[config.mk]
export PLATFORM = sky130hd
export DESIGN_NAME = bus_timer
export DESIGN_NICKNAME = d
export VERILOG_FILES = /design/src/rtl/bus_timer.sv
export SDC_FILE = /design/constraint.sdc
export NUM_CORES = 1
export LEC_CHECK = 0
export ABC_CLOCK_PERIOD_IN_PS = 3500
export BUFFER_PORTS_ARGS = -buffer_cell sky130_fd_sc_hd__buf_2
export CAP_MARGIN = 20
export CORE_UTILIZATION = 55
export DETAILED_ROUTE_END_ITERATION = 8
export GPL_TIMING_DRIVEN = 0
export PLACE_DENSITY = 0.89
export SLEW_MARGIN = 25
export SYNTH_ARGS = -nofsm -noshare
export SYNTH_HDL_FRONTEND = slang
export SYNTH_SLANG_ARGS = --single-unit
[constraint.sdc]
create_clock -name clk -period 3.5 [get_ports clk]
set_clock_uncertainty 0.15 [all_clocks]
set_input_delay 0.7 -clock clk [delete_from_list [all_inputs] [get_ports clk]]
set_output_delay 0.7 -clock clk [all_outputs]
set_load 0.02 [all_outputs]
[src/rtl/bus_timer.sv]
// rtl/bus_timer.sv - memory-mapped down-counting timer with prescaler, auto-reload and level irq
// Optional feature macro: TIMER_PWM_EN (adds the CMP register and a registered pwm_out).
// Register window (word offsets): 0 CTRL, 1 PRESCALE, 2 LOAD, 3 COUNT, 4 STATUS, 5 CMP, 6-7 reserved.
module bus_timer #(
   parameter logic [31:0] BASE_ADDR      = 32'h0300_0000,
   parameter int          PRESCALE_WIDTH = 16
) (
   input  logic        clk,
   input  logic        reset,
   input  logic        valid,
   output logic        ready,
   input  logic [31:0] addr,
   input  logic [31:0] wdata,
   input  logic [3:0]  wstrb,
   output logic [31:0] rdata,
   output logic        irq,
   output logic        pwm_out
);

   // control and timer state
   logic                      en;
   logic                      auto_reload;
   logic                      irq_en;
   logic [PRESCALE_WIDTH-1:0] prescale;
   logic [PRESCALE_WIDTH-1:0] pcnt;
   logic [31:0]               load;
   logic [31:0]               count;
   logic                      flag;

   // bus decode; hold stays set while the CPU keeps valid high after its acknowledge
   logic        sel;
   logic        hold;
   logic        access;
   logic        wr;
   logic [2:0]  offset;
   logic [31:0] bmask;
   logic [31:0] rd_val;
   logic [31:0] prescale_ext;
   logic        tick;
   logic        expire;
   logic        wr_ctrl;
   logic        wr_prescale;
   logic        wr_load;
   logic        wr_count;
   logic        wr_status;
   logic        unused_addr;

   assign sel          = valid && (addr[31:5] == BASE_ADDR[31:5]);
   assign access       = sel && !ready && !hold;
   assign wr           = access && (wstrb != 4'b0000);
   assign offset       = addr[4:2];
   assign bmask        = {{8{wstrb[3]}}, {8{wstrb[2]}}, {8{wstrb[1]}}, {8{wstrb[0]}}};
   assign prescale_ext = 32'(prescale);
   assign unused_addr  = &{1'b0, addr[1:0]};

   assign wr_ctrl      = wr && (offset == 3'd0);
   assign wr_prescale  = wr && (offset == 3'd1);
   assign wr_load      = wr && (offset == 3'd2);
   assign wr_count     = wr && (offset == 3'd3);
   assign wr_status    = wr && (offset == 3'd4);

   // a tick fires on the clock where the prescaler reaches its terminal value
   assign tick   = en && (pcnt == prescale);
   assign expire = tick && (count == 32'd0);

`ifdef TIMER_PWM_EN
   logic [31:0] cmp;
   logic        wr_cmp;
   logic        pwm_q;

   assign wr_cmp  = wr && (offset == 3'd5);
   assign pwm_out = pwm_q;

   // compare register, byte-masked
   always_ff @(posedge clk) begin
      if (reset) cmp <= 32'd0;
      else if (wr_cmp) cmp <= (cmp & ~bmask) | (wdata & bmask);
   end

   // pwm is high while the running counter sits below the compare value
   always_ff @(posedge clk) begin
      if (reset) pwm_q <= 1'b0;
      else       pwm_q <= en && (count < cmp);
   end
`else
   assign pwm_out = 1'b0;
`endif

   // register read mux; unimplemented offsets read zero
   always_comb begin
      rd_val = 32'd0;
      case (offset)
         3'd0: rd_val = {29'd0, irq_en, auto_reload, en};
         3'd1: rd_val = prescale_ext;
         3'd2: rd_val = load;
         3'd3: rd_val = count;
         3'd4: rd_val = {31'd0, flag};
`ifdef TIMER_PWM_EN
         3'd5: rd_val = cmp;
`endif
         default: rd_val = 32'd0;
      endcase
   end

   // one-cycle acknowledge with registered read data, suppressed until valid drops
   always_ff @(posedge clk) begin
      if (reset) begin
         ready <= 1'b0;
         rdata <= 32'd0;
         hold  <= 1'b0;
      end else begin
         ready <= access;
         rdata <= access ? rd_val : 32'd0;
         hold  <= valid && (hold || ready);
      end
   end

   // CTRL: a one-shot expiry clears EN, but a CPU write in the same cycle wins
   always_ff @(posedge clk) begin
      if (reset) begin
         en          <= 1'b0;
         auto_reload <= 1'b0;
         irq_en      <= 1'b0;
      end else begin
         if (expire && !auto_reload) en <= 1'b0;
         if (wr_ctrl && wstrb[0]) begin
            en          <= wdata[0];
            auto_reload <= wdata[1];
            irq_en      <= wdata[2];
         end
      end
   end

   // PRESCALE and LOAD registers, byte-masked
   always_ff @(posedge clk) begin
      if (reset) begin
         prescale <= '0;
         load     <= 32'd0;
      end else begin
         if (wr_prescale) prescale <= PRESCALE_WIDTH'((prescale_ext & ~bmask) | (wdata & bmask));
         if (wr_load)     load     <= (load & ~bmask) | (wdata & bmask);
      end
   end

   // prescaler counter: idle at zero while disabled, restarted by a PRESCALE write
   always_ff @(posedge clk) begin
      if (reset || !en || wr_prescale) pcnt <= '0;
      else if (tick)                   pcnt <= '0;
      else                             pcnt <= pcnt + 1'b1;
   end

   // down-counter: a CPU write takes priority over the tick's decrement or reload
   always_ff @(posedge clk) begin
      if (reset) begin
         count <= 32'd0;
      end else if (wr_count) begin
         count <= (count & ~bmask) | (wdata & bmask);
      end else if (tick) begin
         if (count != 32'd0)  count <= count - 32'd1;
         else if (auto_reload) count <= load;
      end
   end

   // expiry flag: set on expiry, write-1-to-clear, set beats clear
   always_ff @(posedge clk) begin
      if (reset)                                      flag <= 1'b0;
      else if (expire)                                flag <= 1'b1;
      else if (wr_status && wstrb[0] && wdata[0])     flag <= 1'b0;
   end

   // level interrupt, one clock behind the flag
   always_ff @(posedge clk) begin
      if (reset) irq <= 1'b0;
      else       irq <= flag && irq_en;
   end

endmodule

==> reports/qor.yml, run 1 <==
outcome:
  outcome: "finished clean"
die:
  initial_core_util_pct: 56.64
  die_h_um: 113.2
  core_sq_um: 12010
  ios: 106
  floorplan.rows: 40
  die_x_um: 113.2
  die_area_sq_um: 12820
timing:
  tightestPinTransition_ns: 0.8461
  slew_headroom_pct: 43.44
  setup_viol: 0
  hold_viol: 0
  drv_slew: 0
  period_minus_slack_ns: 3.224
  fmax_mhz: 310.2
  fin_crit_sh_pct: 92.12
  rsz0062_at_grt: "no"
  timing.hold.ws_ns: 0.3458
power_and_ir_drop:
  clock_power_share_pct: 52.4
  power.leakage_nw: 3.214
  p_total_mw: 3.488
  sw_frac_of_total_pct: 22.22
  p_sw_uw: 775.1
  power_frac_seq_pct: 44.1
  peakVddDrop_uv: 294.3
  combinationalPowerShare_pct: 3.5
  p_per_area_nw_per_um2: 430.3
  intPower_mw: 2.713
clock_tree:
  cts_max_level: 4
  cts_resized: 0
  root_buffer: "clkbuf_16"
  cts_tree: "built"
  cts_setup_buffers: 0
  cts_buffers: 17
  clock-sinks: 135
  cts.clk_slew.worst_paths_ns: 0.06
  max-clock-path-buffers: 2
  postCtsHoldBufs: 0
  clock_latency_ns: 0.43
finish:
  multi_input_area_sq_um: 3777
  area.sequential_sq_um: 2703
  antenna_cells: 0
  area_growth_pct: 19.16
  fill_cells: 903
  final_area_sq_um: 8107
  layout-drive-gt1-share_pct: 19.34
  nets: 971
min_path:
  hold_class: "flip-flop to flip-flop"
  min_path_cells: 1
  holdCritStartpoint: "flag$_SDFFE_PP0P_"
detailed_routing:
  firstDrtPassIters: 7
  drc: 0
  antenna_left: 0
  vias: 6677
  wl_um: 20360
  drt_iter0_drc: 815
  wire_per_inst_um: 19.26
  vias_per_cell: 6.317
run:
  maxCapViolCount: 0
yosys:
  synthTopCellsByArea: "dfxtp_1 40%, mux2i_1 9.0%, nor2_1 7.7%"
  yosysTopAreaCellShare_pct: 39.73
  synth-main-ff-cell: "dfxtp_1"
  yosysSeqAreaShare_pct: 39.73
  synth_seq_cells: 135
  synth_common_cells: "139 x nor2_1, 135 x dfxtp_1, 61 x mux2i_1"
  synth_cell_types: 60
  synth_top_cell_by_area: "dfxtp_1"
  async_reset_ff_share_pct: 0
  yosys_warnings: 0
  netlist_instances: 776
  synth.most_common_cell: "nor2_1"
  synth_edf_count: 0
  syn_area_per_cell_sq_um: 8.766
  syn_area_sq_um: 6803
  synthesis.nets: 850
critical_path:
  slowest_delay_ns: 0.64
  slowest_stage: "nor3_2"
  critPathCaptureType: "flip-flop"
  cp_cell_sequence: "clkbuf_1 -> nor3_2 -> nand2_2 -> or4_1 -> buf_2 -> clkbuf_1 -> mux2i_1 -> a2111oi_2"
  worst-path-stages: 8
  worstPathRequired_ns: 3.67
  ff2ff_setup_slack_ns: 0.28
  path_class: "flip-flop to flip-flop"
  cpMostUsedCell: "clkbuf_1"
  cp_num_buf_inv: 3
  crit_arrival_ns: 3.39
  rr_worst_depth: 8
  cp_top_family: "simple AND/OR/NAND/NOR gates"
  worst_setup_path_start_kind: "flip-flop"
  critPathMaxFanout: 10
place:
  dp_hpwl_um: 13850
  io_buffers: 102
  routabilityCongestion: 0.9656
  dpl_cell_area_sq_um: 7503
global_route:
  grt_max_degree: 17
  grt_antenna_before_repair: 0
  grt_pass1_vias: 6253
  globalRouteOverflowTotal: 0
  grt_pass1_wl_um: 32510
  grt.total_usage_pct: 32.85
-- cell families after synthesis --
logic type,count (synthesis),share of synthesized area [%]
and+or+nand+nor,285,20.95
other,1,0.05512
muxes,75,11.29
AOI/OAI and AO/OA,140,15.43
adders and majority gates,3,0.5518
xor gates and xnor gates,55,7.081
buffers and inverters,82,4.911
DFF,135,39.73
-- power by group through the flow --
stage,combinational [mW],clock (mW),sequential (mW)
CTS,0.119,1.83,1.54
detailed placement,0.118,0,1.57
global route,0.132,1.90,1.54
finish,0.123,1.83,1.54
global placement,0.119,0,1.57
floorplan,0.0457,0,1.57
-- layout by cell type, fill, tap and decap left out, types with 4 or more instances in the layout --
| cell | n |
|---|---|
| dfxtp_1 | 135 |
| o221a_1 | 6 |
| clkbuf_16 | 17 |
| nand3_1 | 13 |
| a21oi_1 | 15 |
| inv_1 | 31 |
| mux2_2 | 14 |
| mux2i_1 | 61 |
| or4_1 | 4 |
| xor2_1 | 16 |
| buf_2 | 105 |
| clkbuf_1 | 42 |
| or3_1 | 4 |
| nor2_1 | 139 |
| a22oi_1 | 30 |
| xnor2_1 | 39 |
| nand2_1 | 35 |
| a211oi_1 | 10 |
| a221oi_1 | 16 |
| o21ai_0 | 39 |
| nor3_1 | 12 |
| a221oi_2 | 4 |
| nor4_1 | 20 |
| clkinv_2 | 5 |
| nand4_1 | 16 |
| nor2b_1 | 4 |
| and3_1 | 8 |
| nand2b_1 | 4 |
-- path summary, 6_finish.rpt --
path,to
min,irq$_SDFF_PP0_
max reg2reg,flip-flop
min reg2reg,irq$_SDFF_PP0_
max,flip-flop
-- routing by layer --
layer	global-route usage, %	vias up	routed length, um
met5	0	-	0
met4	15.88	0	688
met3	8.463	87	2371
met2	50.72	504	9180
met1	42.79	3079	8114
li1	-	3007	-
-- worst reg2reg max path: cells and delay by family (launching register included) --
family,cells,cell delay [ns]
muxes,1,0.23
buffers and inverters,3,0.72
AOI/OAI and AO/OA,1,0.42
DFF,1,0.29
and+or+nand+nor,3,1.30
-- area by class of cell --
type / instances / share of cell area [%]
Multi-Input combinational cell: 559 / 46.60
Sequential cell: 135 / 33.34
Timing Repair Buffer: 102 / 6.297
Clock buffer: 19 / 5.464
Buffer: 51 / 2.686
Tap cell: 147 / 2.269
Clock inverter: 13 / 1.914
Inverter: 31 / 1.435
-- through the flow --
step / util (%) / setup WS [ns] / cells / setup TNS (ns)
floorplan: - / 0.6509 / 776 / 0
CTS: 67.45 / 0.2696 / 1057 / 0
global route: 67.49 / 0.1600 / 1057 / 0
global placement: 62.42 / -0.1839 / 1025 / -4.169
finish: 67.49 / 0.2759 / 1057 / 0
detailed placement: 62.47 / -0.1546 / 1025 / -3.282
(Power assumes the default switching activity.)
==> run 2: changes to the inputs <==
CORE_ASPECT_RATIO = 1.25   (was unset)
==> reports/qor.yml, run 2 (same netlist as run 1, synthesis figures left out) <==
critical_path:
  critPathMaxFanout: 10  # unchanged
  worst_setup_path_start_kind: "flip-flop"
  path_class: "flip-flop to flip-flop"
  critPathCaptureType: "flip-flop"
  crit_arrival_ns: 3.40  # about the same
  worstPathRequired_ns: 3.68  # about the same
global_route:
  grt_pass1_wl_um: 32840  # +1.0%
  globalRouteOverflowTotal: 0  # unchanged
  grt_pass1_vias: 6645  # +6.3%
  grt_max_degree: 17  # unchanged
  grt_antenna_before_repair: 0  # unchanged
  grt.total_usage_pct: 33.71  # +0.86 points
timing:
  tightestPinTransition_ns: 0.7940  # -0.05213 ns
  setup_ws_ns: 0.2826  # +0.006651 ns
  hold_viol: 0  # unchanged
  fin_crit_sh_pct: 91.93  # -0.19 points
  fmax_mhz: 310.8  # +0.21%
  drv_slew: 0  # unchanged
  period_minus_slack_ns: 3.217  # -0.006651 ns
  setup_viol: 0  # unchanged
  timing.hold.ws_ns: 0.3623  # +0.01652 ns
  slew_headroom_pct: 46.78  # +3.3 points
  rsz0062_at_grt: "no"
detailed_routing:
  vias: 6609  # -1.0%
  drc: 0  # unchanged
  vias_per_cell: 6.148  # -2.7%
  firstDrtPassIters: 5  # -2
  drt_iter0_drc: 633  # -22%
  wl_um: 20730  # +1.8%
  antenna_left: 0  # unchanged
  wire_per_inst_um: 19.28  # +0.14%
die:
  floorplan.rows: 45  # +13%
  ios: 106  # unchanged
  initial_core_util_pct: 56.20  # -0.44 points
  die_h_um: 126.3  # +12%
  die_area_sq_um: 12820  # about the same
  die_x_um: 101.5  # -10%
  core_sq_um: 12110  # +0.78%
finish:
  mostFrequentLayoutCells: "139 x nor2_1, 135 x dfxtp_1, 106 x buf_2"
  fill_cells: 919  # +1.8%
  layout-drive-gt1-share_pct: 19.43  # +0.089 points
  antenna_cells: 0  # unchanged
  nets: 972  # +0.10%
  area_growth_pct: 20.75
  final_common_cell: "nor2_1"
clock_tree:
  cts_setup_buffers: 0  # unchanged
  cts_buffers: 17  # unchanged
  cts_tree: "built"
  cts_resized: 0  # unchanged
  cts.clk_slew.worst_paths_ns: 0.06  # about the same
  clock_latency_ns: 0.43  # about the same
  postCtsHoldBufs: 0  # unchanged
  max-clock-path-buffers: 2  # unchanged
  cts_max_level: 4  # unchanged
  clock-sinks: 135  # unchanged
  root_buffer: "clkbuf_16"
place:
  dp_hpwl_um: 14220  # +2.7%
  dp_slack_ns: -0.04159  # +0.1130 ns
  io_buffers: 102  # unchanged
  routabilityCongestion: 0.9472  # -1.9%
power_and_ir_drop:
  power.leakage_nw: 3.254  # +1.2%
  p_per_area_nw_per_um2: 453.3  # +5.4%
  peakVddDrop_uv: 338.0  # +15%
outcome:
  outcome: "finished clean"
run:
  maxCapViolCount: 0  # unchanged
min_path:
  hold_class: "flip-flop to flip-flop"
[run 2: changes by cell type in the layout (fill, tap and decap cells not counted), sizes merged]
cell | previous run | this run
clkinv | 7 | 4
bufinv | 3 | 6
buf | 112 | 113
clkinvlp | 3 | 2
clkbuf | 60 | 61
[run 2: metrics by stage]
step,cells,cell area (sq um),setup TNS [ns],power [mW],util [%]
detailed placement,1043,7530,-0.4157,1.691,62.20
floorplan,776,6803,0,1.616,-
global placement,1042,7518,-0.5314,1.688,62.11
CTS,1075,8209,0,3.716,67.81
global route,1075,8214,0,3.808,67.86
finish,1075,8214,0,3.724,67.86
[run 2: cell type report]
class                      instances  area, sq um  share of cell area (%)
inverter                          31        116.4                   1.417
buffer                            51        217.7                   2.650
timing repair buffer             103        515.5                   6.276
tap                              164        205.2                   2.498
multi-input combinational        559         3777                   45.99
clock inverter                    12        222.7                   2.711
sequential                       135         2703                   32.90
clock buffer                      20        456.7                   5.560
[run 2: worst max-delay path, stage by stage (launching register included)]
cell       delay (ns)
dfxtp_1          0.29
clkbuf_1         0.18
nor3_2           0.71
nand2_2          0.16
or4_1            0.52
buf_2            0.20
clkbuf_1         0.34
mux2i_1          0.21
a2111oi_2        0.36
[run 2: path summary, 6_finish.rpt]
kind                     start           endpoint  slack [ns]  cells after the start
min          flag$_SDFFE_PP0P_  flag$_SDFFE_PP0P_        0.36                      2
min reg2reg  flag$_SDFFE_PP0P_  flag$_SDFFE_PP0P_        0.36                      2
max reg2reg          flip-flop          flip-flop        0.28                      8
max                  flip-flop          flip-flop        0.28                      8
[run 2: report_power, final]
group	leakage, nW	switching, mW	total [mW]	internal [mW]
Combinational	1.84	0.0824	0.127	0.0444
Sequential	1.09	0.000000000590	1.54	1.54
Clock	0.326	0.688	2.06	1.37
[run 2: per-layer routing]
metal,up-vias,track usage [%],part of all wire [%]
met3,122,9.477,9.4
li1,2999,-,-
met4,0,23.61,6.0
met2,430,54.34,48
met1,3058,38.10,36
met5,-,0,0
==> run 3: changes to the inputs <==
--- a/config.mk
+++ b/config.mk
@@ -7,2 +7,3 @@
 export LEC_CHECK = 0
+export ABC_AREA = 1
 export ABC_CLOCK_PERIOD_IN_PS = 3500
@@ -14,3 +15,4 @@
 export GPL_TIMING_DRIVEN = 0
-export PLACE_DENSITY = 0.89
+export PLACE_DENSITY = 0.88
+export SETUP_SLACK_MARGIN = 0.3
 export SLEW_MARGIN = 25
==> constraint.sdc (replaced) <==
create_clock -name clk -period 3.5 [get_ports clk]
set_clock_uncertainty 0.15 [all_clocks]
set_input_delay 0.35 -clock clk [delete_from_list [all_inputs] [get_ports clk]]
set_output_delay 0.35 -clock clk [all_outputs]
set_load 0.02 [all_outputs]
==> reports/qor.yml, run 3 <==
yosys:
  synth_common_cells: "424 x nand2_1, 295 x nor2_1, 138 x inv_1"
  synth_top_family_by_area: "simple AND/OR/NAND/NOR gates"
  syn_area_per_cell_sq_um: 5.833  # -33%
  yosysSeqAreaShare_pct: 34.37  # -5.4 points
  yosysTopAreaCellShare_pct: 34.37  # -5.4 points
  synth-main-ff-cell: "dfxtp_1"
  synth_mux_area_share_pct: 0  # -11 points
  synth_compound_area_share_pct: 5.792  # -9.6 points
  synthesis.nets: 1422  # +67%
  synth_seq_cells: 135  # unchanged
  synthTopCellsByArea: "dfxtp_1 34%, nand2_1 20%, nor2_1 14%"
  synth_cell_types: 31  # -48%
  async_reset_ff_share_pct: 0  # unchanged
  yosys_warnings: 0  # unchanged
  synth.most_common_cell: "nand2_1"
  yosys.area_share.simple_pct: 48.01  # +27 points
  syn_area_sq_um: 7863  # +16%
  synthAdderAreaFrac_pct: 0.4774  # -0.074 points
  synth_edf_count: 0  # unchanged
  synth-xor-area-share_pct: 1.337  # -5.7 points
  synth_top_cell_by_area: "dfxtp_1"
  netlist_instances: 1348  # +74%
timing:
  period_minus_slack_ns: 2.403  # -0.8143 ns
  drv_slew: 0  # unchanged
  hold_viol: 0  # unchanged
  setup_viol: 0  # unchanged
  setup_ws_ns: 1.097  # +0.8143 ns
  tightestPinTransition_ns: 0.6774  # -0.1166 ns
  tns_ns: 0  # unchanged
  rsz0062_at_grt: "no"
  slew_headroom_pct: 54.84  # +8.1 points
  timing.hold.ws_ns: 0.01142  # -0.3509 ns
  fmax_mhz: 416.1  # +34%
  fin_crit_sh_pct: 68.66  # -23 points
critical_path:
  slowest_delay_ns: 0.34  # -0.37 ns
  rr_worst_depth: 13  # +5
  worstPathRequired_ns: 3.72  # +0.04 ns
  path_class: "flip-flop to flip-flop"
  critPathMaxFanout: 10  # unchanged
  crit_arrival_ns: 2.62  # -0.78 ns
  critPathCaptureType: "flip-flop"
  slowest_stage: "ha_1"
  ff2ff_setup_slack_ns: 1.10  # +0.81 ns
  cpMostUsedCell: "nand2_1"
  worst_setup_path_start_kind: "flip-flop"
  cp_cell_sequence: "inv_1 -> ha_1 -> nand2_1 -> nor2_1 -> buf_2 -> nand2_1 -> nor2_1 -> nand2_1 -> nand3_1 -> nand3_1 -> nand2_1 -> inv_1 -> nor2_1"
clock_tree:
  postCtsHoldBufs: 0  # unchanged
  cts_tree: "built"
  cts_resized: 0  # unchanged
  cts_buffers: 17  # unchanged
  max-clock-path-buffers: 2  # unchanged
  clock-sinks: 135  # unchanged
  cts_setup_buffers: 0  # unchanged
  clock_latency_ns: 0.43  # about the same
  cts_max_level: 4  # unchanged
  cts.clk_slew.worst_paths_ns: 0.06  # about the same
  root_buffer: "clkbuf_16"
die:
  die_h_um: 135.7  # +7.4%
  ios: 106  # unchanged
  die_area_sq_um: 14780  # +15%
  initial_core_util_pct: 56.67  # +0.48 points
  core_sq_um: 13870  # +15%
  die_x_um: 108.9  # +7.4%
  floorplan.rows: 48  # +6.7%
power_and_ir_drop:
  peakVddDrop_uv: 292.1  # -14%
  p_per_area_nw_per_um2: 395.6  # -13%
  sw_frac_of_total_pct: 22.05  # +1.4 points
  combinationalPowerShare_pct: 3.8  # +0.4 points
  p_sw_uw: 805.9  # +4.6%
  power.leakage_nw: 4.956  # +52%
  power_frac_seq_pct: 42.0  # +0.7 points
  clock_power_share_pct: 54.1  # -1.2 points
  p_total_mw: 3.655  # -1.9%
  intPower_mw: 2.849  # -3.5%
min_path:
  hold_class: "input port to flip-flop"
detailed_routing:
  drc: 0  # unchanged
  vias: 8896  # +35%
  antenna_left: 0  # unchanged
  firstDrtPassIters: 5  # unchanged
  vias_per_cell: 5.372  # -13%
  drt_iter0_drc: 883  # +39%
  wire_per_inst_um: 14.69  # -24%
  wl_um: 24330  # +17%
finish:
  area_growth_pct: 17.50
  final_common_cell: "nand2_1"
  layout-drive-gt1-share_pct: 12.42  # -7.0 points
  final_area_sq_um: 9239  # +12%
  fill_cells: 1273  # +39%
  mostFrequentLayoutCells: "424 x nand2_1, 295 x nor2_1, 138 x inv_1"
  antenna_cells: 0  # unchanged
  nets: 1543  # +59%
place:
  routabilityCongestion: 0.9864  # +4.1%
  dp_hpwl_um: 18450  # +30%
  io_buffers: 102  # unchanged
  dpl_cell_area_sq_um: 8592  # +14%
  dp_slack_ns: 1.008  # +1.050 ns
global_route:
  grt_pass1_wl_um: 39250  # +19%
  grt_max_degree: 17  # unchanged
  grt_antenna_before_repair: 0  # unchanged
  grt.total_usage_pct: 34.57  # +0.86 points
  grt_pass1_vias: 8174  # +23%
  globalRouteOverflowTotal: 0  # unchanged
run:
  maxCapViolCount: 0  # unchanged
outcome:
  outcome: "finished clean"
[run 3: cell count changes in the layout (fill, tap and decap cells not counted), moves of 16 or more]
cell,previous run,this run
nand2_1,35,424
a21oi_1,15,32
a22oi_1,30,0
nor2_1,139,295
nor4_1,20,0
a221oi_1,16,0
xnor2_1,39,0
nand3_1,13,133
mux2i_1,61,0
inv_1,31,138
[run 3: kinds of logic (layout without fill, tap and decap cells)]
group	Yosys count	count (layout)
buf+inv	196	329
fa+ha+maj	3	3
simple gates	917	917
xor+xnor	12	12
compound gates	84	84
flops	135	135
other cells	1	1
[run 3: critical path: cells and delay by family, from the launching register on]
| family | cells | cell delay (ns) |
|---|---|---|
| flip-flops | 1 | 0.31 |
| AND/OR/NAND/NOR | 9 | 1.07 |
| buffers and inverters | 3 | 0.48 |
| adder cells (fa/ha/maj) | 1 | 0.34 |
[run 3: per-stage QoR]
step	utilization, %	std cells
floorplan	-	1348
global placement	61.93	1625
detailed placement	61.93	1625
CTS	66.59	1656
global route	66.59	1656
finish	66.59	1656
[run 3: worst min path at each step]
stage / slack, ns / endpoint / cells past startpoint / start
6_report: 0.01 / flip-flop / 3 / wdata[28]
5_1_grt: 0.03 / flip-flop / 3 / wdata[16]
4_1_cts: 0.01 / flip-flop / 3 / wdata[28]
3_5_place_dp: 0.30 / irq$_SDFF_PP0_ / 2 / flag$_SDFFE_PP0P_
3_3_place_gp: 0.29 / irq$_SDFF_PP0_ / 2 / irq_en$_SDFFE_PP0P_
2_1_floorplan: 0.27 / flag$_SDFFE_PP0P_ / 1 / reset
[run 3: cell type report]
type | instances | area (sq um) | share of cell area, %
Timing Repair Buffer | 102 | 510.5 | 5.525
Clock buffer | 21 | 480.5 | 5.200
Sequential cell | 135 | 2703 | 29.25
Tap cell | 175 | 219.0 | 2.370
Inverter | 149 | 559.3 | 6.054
Buffer | 47 | 224.0 | 2.424
Clock inverter | 10 | 166.4 | 1.801
Multi-Input combinational cell | 1017 | 4377 | 47.37
[run 3: layer usage]
metal	track usage (%)	part of all wire, %	vias to the layer above
li1	-	-	4445
met1	39.84	39	3996
met2	60.24	50	375
met3	6.205	6.7	80
met4	17.72	4.0	0
met5	0	0	-
[run 3: power by group through the flow]
stage / logic, mW / registers [mW] / clock network (mW)
2_1_floorplan: 0.0548 / 1.57 / 0
3_3_place_gp: 0.135 / 1.57 / 0
3_5_place_dp: 0.136 / 1.57 / 0
4_1_cts: 0.137 / 1.54 / 1.98
5_1_grt: 0.154 / 1.54 / 2.04
6_report: 0.140 / 1.54 / 1.98
